## config.mk

```make
export PLATFORM = sky130hd
export DESIGN_NAME = parity_uart_tx
export DESIGN_NICKNAME = d
export VERILOG_FILES = /design/src/rtl/parity_uart_tx.sv
export SDC_FILE = /design/constraint.sdc
export NUM_CORES = 1
export LEC_CHECK = 0
export ABC_CLOCK_PERIOD_IN_PS = 4800
export CAP_MARGIN = 20
export CORE_MARGIN = 2
export CORE_UTILIZATION = 56
export DETAILED_ROUTE_END_ITERATION = 10
export PLACE_DENSITY_LB_ADDON = 0.05
export SETUP_SLACK_MARGIN = 0.2
export SYNTH_ARGS = -nofsm -noshare
export SYNTH_HDL_FRONTEND = slang
export SYNTH_SLANG_ARGS = --single-unit
```

## constraint.sdc

```tcl
create_clock -name clk -period 4.8 [get_ports clk]
set_input_delay 1.44 -clock clk [delete_from_list [all_inputs] [get_ports clk]]
set_output_delay 1.44 -clock clk [all_outputs]
set_load 0.01 [all_outputs]
```

## src/rtl/parity_uart_tx.sv

```systemverilog
// UART-style serial transmitter: start bit, 8 data bits LSB first, parity bit, stop bit.
// One byte is accepted over a valid/ready handshake whenever the line is idle.
module parity_uart_tx #(
    parameter int CLKS_PER_BIT = 4,
    parameter int PARITY_ODD   = 0
) (
    input  logic       clk,
    input  logic       rst,
    input  logic [7:0] data_in,
    input  logic       valid,
    output logic       ready,
    output logic       tx,
    output logic       busy
);

    localparam int DIV_W = (CLKS_PER_BIT > 1) ? $clog2(CLKS_PER_BIT) : 1;
    localparam logic [DIV_W-1:0] DIV_LAST = DIV_W'(CLKS_PER_BIT - 1);
    localparam logic PAR_INV = (PARITY_ODD != 0);

    typedef enum logic [2:0] {
        IDLE  = 3'd0,
        START = 3'd1,
        DATA  = 3'd2,
        PAR   = 3'd3,
        STOP  = 3'd4
    } state_t;

    // Handshake: a byte transfers on a rising edge where valid && ready; ready is
    // high only in IDLE, and valid while busy is dropped, never queued.
    state_t           state, state_next;
    logic [DIV_W-1:0] div, div_next;
    logic [2:0]       bit_cnt, bit_cnt_next;
    logic [7:0]       shift_reg, shift_next;
    logic             par_bit, par_next;
    logic             tx_next;
    logic             bit_done;

    assign bit_done = (div == DIV_LAST);
    assign ready    = (state == IDLE);
    assign busy     = ~ready;

    always_ff @(posedge clk) begin
        if (rst) begin
            state     <= IDLE;
            div       <= '0;
            bit_cnt   <= '0;
            shift_reg <= '0;
            par_bit   <= 1'b0;
            tx        <= 1'b1;
        end else begin
            state     <= state_next;
            div       <= div_next;
            bit_cnt   <= bit_cnt_next;
            shift_reg <= shift_next;
            par_bit   <= par_next;
            tx        <= tx_next;
        end
    end

    always_comb begin
        state_next   = state;
        div_next     = div;
        bit_cnt_next = bit_cnt;
        shift_next   = shift_reg;
        par_next     = par_bit;
        tx_next      = 1'b1;

        if (state != IDLE) begin
            div_next = bit_done ? '0 : div + 1'b1;
        end

        case (state)
            IDLE: begin
                if (valid) begin
                    state_next   = START;
                    shift_next   = data_in;
                    par_next     = (^data_in) ^ PAR_INV;
                    div_next     = '0;
                    bit_cnt_next = '0;
                end
            end
            START: begin
                if (bit_done) begin
                    state_next   = DATA;
                    bit_cnt_next = '0;
                end
            end
            DATA: begin
                if (bit_done) begin
                    if (bit_cnt == 3'd7) begin
                        state_next = PAR;
                    end else begin
                        shift_next   = shift_reg >> 1;
                        bit_cnt_next = bit_cnt + 3'd1;
                    end
                end
            end
            PAR: begin
                if (bit_done) state_next = STOP;
            end
            STOP: begin
                if (bit_done) state_next = IDLE;
            end
            default: state_next = IDLE;
        endcase

        // tx is registered, so it is decoded from the state being entered.
        case (state_next)
            IDLE:    tx_next = 1'b1;
            START:   tx_next = 1'b0;
            DATA:    tx_next = shift_next[0];
            PAR:     tx_next = par_next;
            STOP:    tx_next = 1'b1;
            default: tx_next = 1'b1;
        endcase
    end

endmodule

```

-- Yosys cells after proc, flatten, opt, wreduce, memory -nomap -nowiden
Cells that the tools add are included.
- multiplexer cells: 23
- eq/ne operators: 13
- add/sub/neg operators: 2
- reductions and logical operators: 7
- bitwise logic cells: 1
- operators by type and width (cell ; count):
    3-bit 2-to-1 mux ; 10
    8-bit 2-to-1 mux ; 3
    8-bit one-hot mux with 2 select lines ; 1
    3-bit one-hot mux with 5 select lines ; 1
    3-bit by 2-bit equality test with 1-bit output (second input constant) ; 4
    3-bit one-hot mux with 3 select lines ; 1
    2-bit 2-to-1 mux ; 4
    2-bit != test (second input constant) ; 4
    8-bit XOR reduction ; 1
    3-bit by 1-bit equality test with 1-bit output (second input constant) ; 2
    3-bit equality test (second input constant) ; 2
    3-bit nonzero test ; 2
    5-bit AND reduction ; 1
    4-bit AND reduction ; 1
    3-bit by 1-bit adder with 3-bit output (second input constant) ; 1
    3-bit logical NOT ; 1
    1-bit one-hot mux with 3 select lines ; 1
    2-bit by 1-bit adder with 2-bit output (second input constant) ; 1
    2-bit equality test (second input constant) ; 1
    1-bit 2-to-1 mux ; 2
    2-bit nonzero test ; 1
    1-bit NOT ; 1
- flip-flop bits (word level): 18
- word-level logic and storage cells: 53
- output and inout port bits: 3
- input bits: 11

-- Logic depth before layout (Yosys ltp)
- depth after elaboration: 6
- mapped depth: 7
- mapped depth without buffers: 6

-- Worst setup path before layout
Ideal clock, no wire load.
- path kind: in2reg
- start point: in valid
- end point: reg bit_cnt[0]
- cell stages on the path: 4
- path buffers: 0
- setup slack: 2301 ps
- arrival: 2375 ps
- path through: inv_1 or3_1 a21oi_2 mux2_1
- word-level cells in the longest chain between the ends: 2
- ends and longest elaborated chain (element ; RTL line ; text):
    start, declared ; 10 ; input logic valid,
    2-bit != test (no source line) ; -- ;
    5-bit AND reduction (no source line) ; -- ;
    end signal, assigned ; 53 ; bit_cnt <= bit_cnt_next;
    end, declared ; 32 ; logic [2:0] bit_cnt, bit_cnt_next;
Every way passes these cells.
A chain may end at the register's enable or synchronous reset.

-- Final worst setup path
- start point: reg state[0]
- end point: out ready
- word-level cells in the longest chain between the ends: 1
- ends and longest elaborated chain (element ; RTL line ; text):
    start, declared ; 30 ; state_t state, state_next;
    start signal, assigned ; 51 ; state <= state_next;
    3-bit logical NOT ; 39 ; assign ready = (state == IDLE);
    end, declared ; 11 ; output logic ready,
Every way passes these cells.

==> flow_summary_export.csv <==
group,metric,value,unit
run_status,outcome,"finished, final reports clean",
routing,vias,802,
worst_setup_path,path_max_fanout,12,
final_layout,diodes,0,
synthesis,yosysMostFrequentCell,"dfxtp_1",
floorplan,die-area,0.002100,mm^2
worst_setup_path,start_kind,"flip-flop",
floorplan,die_x,45.83,um
global_routing,grt-ovfl-total,0,
floorplan,io_pins,14,
clock_tree,cts_resized,0,
synthesis,ys_top_cells_by_area,"dfxtp_1, xnor2_1, a22oi_1, nand2_1, a21oi_1",
routing,remaining_drc_errors,0,
final_layout,final-seq-area,360.3,um^2
synthesis,synth_area,979.7,um^2
power_and_ir_drop,seqPwrFrac,52.4,%
worst_setup_path,r2r-start,"bit_cnt[0]",
power_and_ir_drop,p_sw,0.00007811,W
worst_hold_path,min_to,"shift_reg[3]",
synthesis,synth-edff-count,0,
synthesis,synth_seq_area_share,36.78,%
power_and_ir_drop,peakVddDrop,151.4,uV
synthesis,yosys.area.top_type,"dfxtp_1",
synthesis,ys_types,36,
power_and_ir_drop,p_total,0.0003087,W
clock_tree,cts_tree,"done",
worst_setup_path,crit_chain,"or3_1 -> inv_2 -> clkdlybuf4s50_1",
placed_design,dp_hpwl,1401,um
worst_hold_path,worstHoldStart,"shift_reg[3]",
global_routing,antenna_found_initial,0,
routing,wl_per_cell,13.55,um
synthesis,synth_cells,109,
clock_tree,htree_levels,1,
sta,final.setup.tns,0,ns
final_layout,num-nets-final,136,
worst_setup_path,slowest_delay,0.53,ns
worst_setup_path,rr_endpoint,"tx",
sta,fmax,0.3066,GHz
clock_tree,clkSlewWorstSetupHoldPaths,0.10,ns
global_routing,grt.total_usage,20.47,%
final_layout,syn2layout_area_growth,16.47,%
sta,hold_violations,0,
synthesis,ys_warn_count,0,
synthesis,ys_ff_latch,18,
floorplan,core_area,0.001689,mm^2
power_and_ir_drop,comb_power_share,17.0,%
clock_tree,clock_latency,0.29,ns
routing,postRouteAntennaNets,0,
job,cap_violations,0,
clock_tree,cts_setup_buffers,0,
sta,finalSetupViolCount,0,
routing,firstDrtPassIters,4,
worst_setup_path,r2r_cells,6,
synthesis,ys.flop_type,"dfxtp_1",
clock_tree,cts_buffers,3,
worst_hold_path,hold_class,"reg -> reg",
routing,via_per_inst,5.812,
synthesis,avgSynthCellArea,8.988,um^2
routing,drt_wl_total,1870,um
power_and_ir_drop,power.density,270.5,mW/mm^2
floorplan,initial_core_util,58.00,%
synthesis,ys_async_sr_fraction,0,%
worst_hold_path,min_path_cells,2,
floorplan,placement_rows,15,
placed_design,place.gp.congestion,0.7624,
power_and_ir_drop,power.leakage,0.4250,nW
final_layout,layout-drive-gt1-share,10.74,%
global_routing,grt_pass1_vias,781,
power_and_ir_drop,p_int,0.0002306,W
final_layout,n_fill_cell,155,
synthesis,syn_nets,123,
power_and_ir_drop,p_sw_share,25.31,%
clock_tree,cts_root_buffer,"clkbuf_4",
floorplan,die_h,45.83,um
final_layout,largest_register_ffs,8,
sta,worst_pin_slew,0.5832,ns
clock_tree,ctsHoldBuffers,0,
worst_setup_path,end_kind,"primary output",
sta,maxSlewHeadroom,61.00,%
worst_setup_path,path_class,"reg -> out",
power_and_ir_drop,clkPwrFrac,30.5,%
synthesis,yosysTopAreaCellShare,36.78,%
sta,fin_skew,0.001999,ns
worst_setup_path,arrival,1.82,ns
worst_setup_path,r2r_setup_slack,3.02,ns
sta,drv_slew,0,
routing,drtIter0Drc,6,
clock_tree,clockBufferDepth,2,
sta,period_minus_slack,3.262,ns
sta,grt_setup_unrepaired,"false",
clock_tree,cts.sinks,18,
final_layout,multi_input_area,566.8,um^2
global_routing,grt_pass1_wl,3077,um
worst_setup_path,cp.required,3.36,ns
synthesis,ys_top_cells_by_count,"dfxtp_1, nand2_1, a21oi_1, a22oi_1, xnor2_1",
sta,min_period_over_period,67.96,%
global_routing,grt_max_degree,18,
worst_setup_path,slowest_stage,"clkdlybuf4s50_1",
placed_design,portBuffers,13,
## cells in the final DEF, fill, tap and decap left out, types with 2 or more instances in the layout
| cell type | instances |
|---|---|
| a21oi_1 | 9 |
| a21oi_2 | 2 |
| a22oi_1 | 7 |
| a31oi_1 | 2 |
| and2_1 | 3 |
| clkbuf_4 | 3 |
| clkdlybuf4s50_1 | 13 |
| dfxtp_1 | 18 |
| ha_1 | 3 |
| inv_1 | 4 |
| mux2i_1 | 2 |
| nand2_1 | 13 |
| nand3_1 | 2 |
| nor2_1 | 5 |
| nor2b_1 | 3 |
| nor3_1 | 2 |
| o21ai_1 | 2 |
| or3_1 | 2 |
| or3b_1 | 2 |
| xnor2_1 | 7 |
## worst max-delay path by stage
| stage | from | endpoint | slack [ns] | cells after the start |
|---|---|---|---|---|
| floorplan | valid | bit_cnt[0] | 2.30 | 4 |
| global placement | valid | bit_cnt[0] | 1.73 | 5 |
| detailed placement | valid | bit_cnt[0] | 1.71 | 5 |
| CTS | state[0] | ready | 1.53 | 3 |
| global route | state[0] | ready | 1.44 | 3 |
| finish | state[0] | ready | 1.54 | 3 |
## cells by family (layout without fill, tap and decap cells)
group                      Yosys count  in the layout  synth area share [%]
AOI/OAI and AO/OA                   29             29                 22.99
buffers and inverters               11             23                 5.363
muxes                                3              3                 3.193
xor gates and xnor gates             7              7                 6.258
and+or+nand+nor                     38             38                 21.59
DFF                                 18             18                 36.78
adders and majority gates            3              3                 3.832
## layer usage
layer,up-vias,wire length (um),GRT usage (%)
li1,411,-,-
met2,11,997,39.44
met4,0,36,10.86
met5,-,0,0
met3,4,54,2.381
met1,376,782,21.01
## worst max-delay path: cells and delay by family, from the launching register on
family,cells,cell delay (ns)
and+or+nand+nor,1,0.46
buffers and inverters,2,0.63
DFF,1,0.44
## area by class of cell
cell class / count / area share, %
Multi-Input combinational cell: 80 / 49.67
Sequential cell: 18 / 31.58
Inverter: 5 / 1.645
Tap cell: 17 / 1.864
Clock buffer: 4 / 3.180
Timing Repair Buffer: 14 / 12.06
## power by group through the flow
stage	sequential (W)	combinational [W]	clock, W
after floorplan	0.000163	0.0000349	0
after global placement	0.000165	0.0000524	0
after detailed placement	0.000165	0.0000527	0
after CTS	0.000162	0.0000532	0.0000981
after global routing	0.000163	0.0000580	0.000104
final	0.000162	0.0000525	0.0000943
## metrics by stage
step | std cells | setup slack [ns] | hold WS [ns] | utilization [%] | area, um^2
3_5_place_dp | 134 | 1.709 | 0.4594 | 65.41 | 1105
6_report | 138 | 1.538 | 0.4678 | 67.56 | 1141
3_3_place_gp | 134 | 1.735 | 0.4526 | 65.41 | 1105
4_1_cts | 138 | 1.528 | 0.4756 | 67.56 | 1141
2_1_floorplan | 109 | 2.301 | 0.4368 | - | 979.7
5_1_grt | 138 | 1.443 | 0.4921 | 67.56 | 1141
No activity file was read; power rests on OpenSTA's default activity.
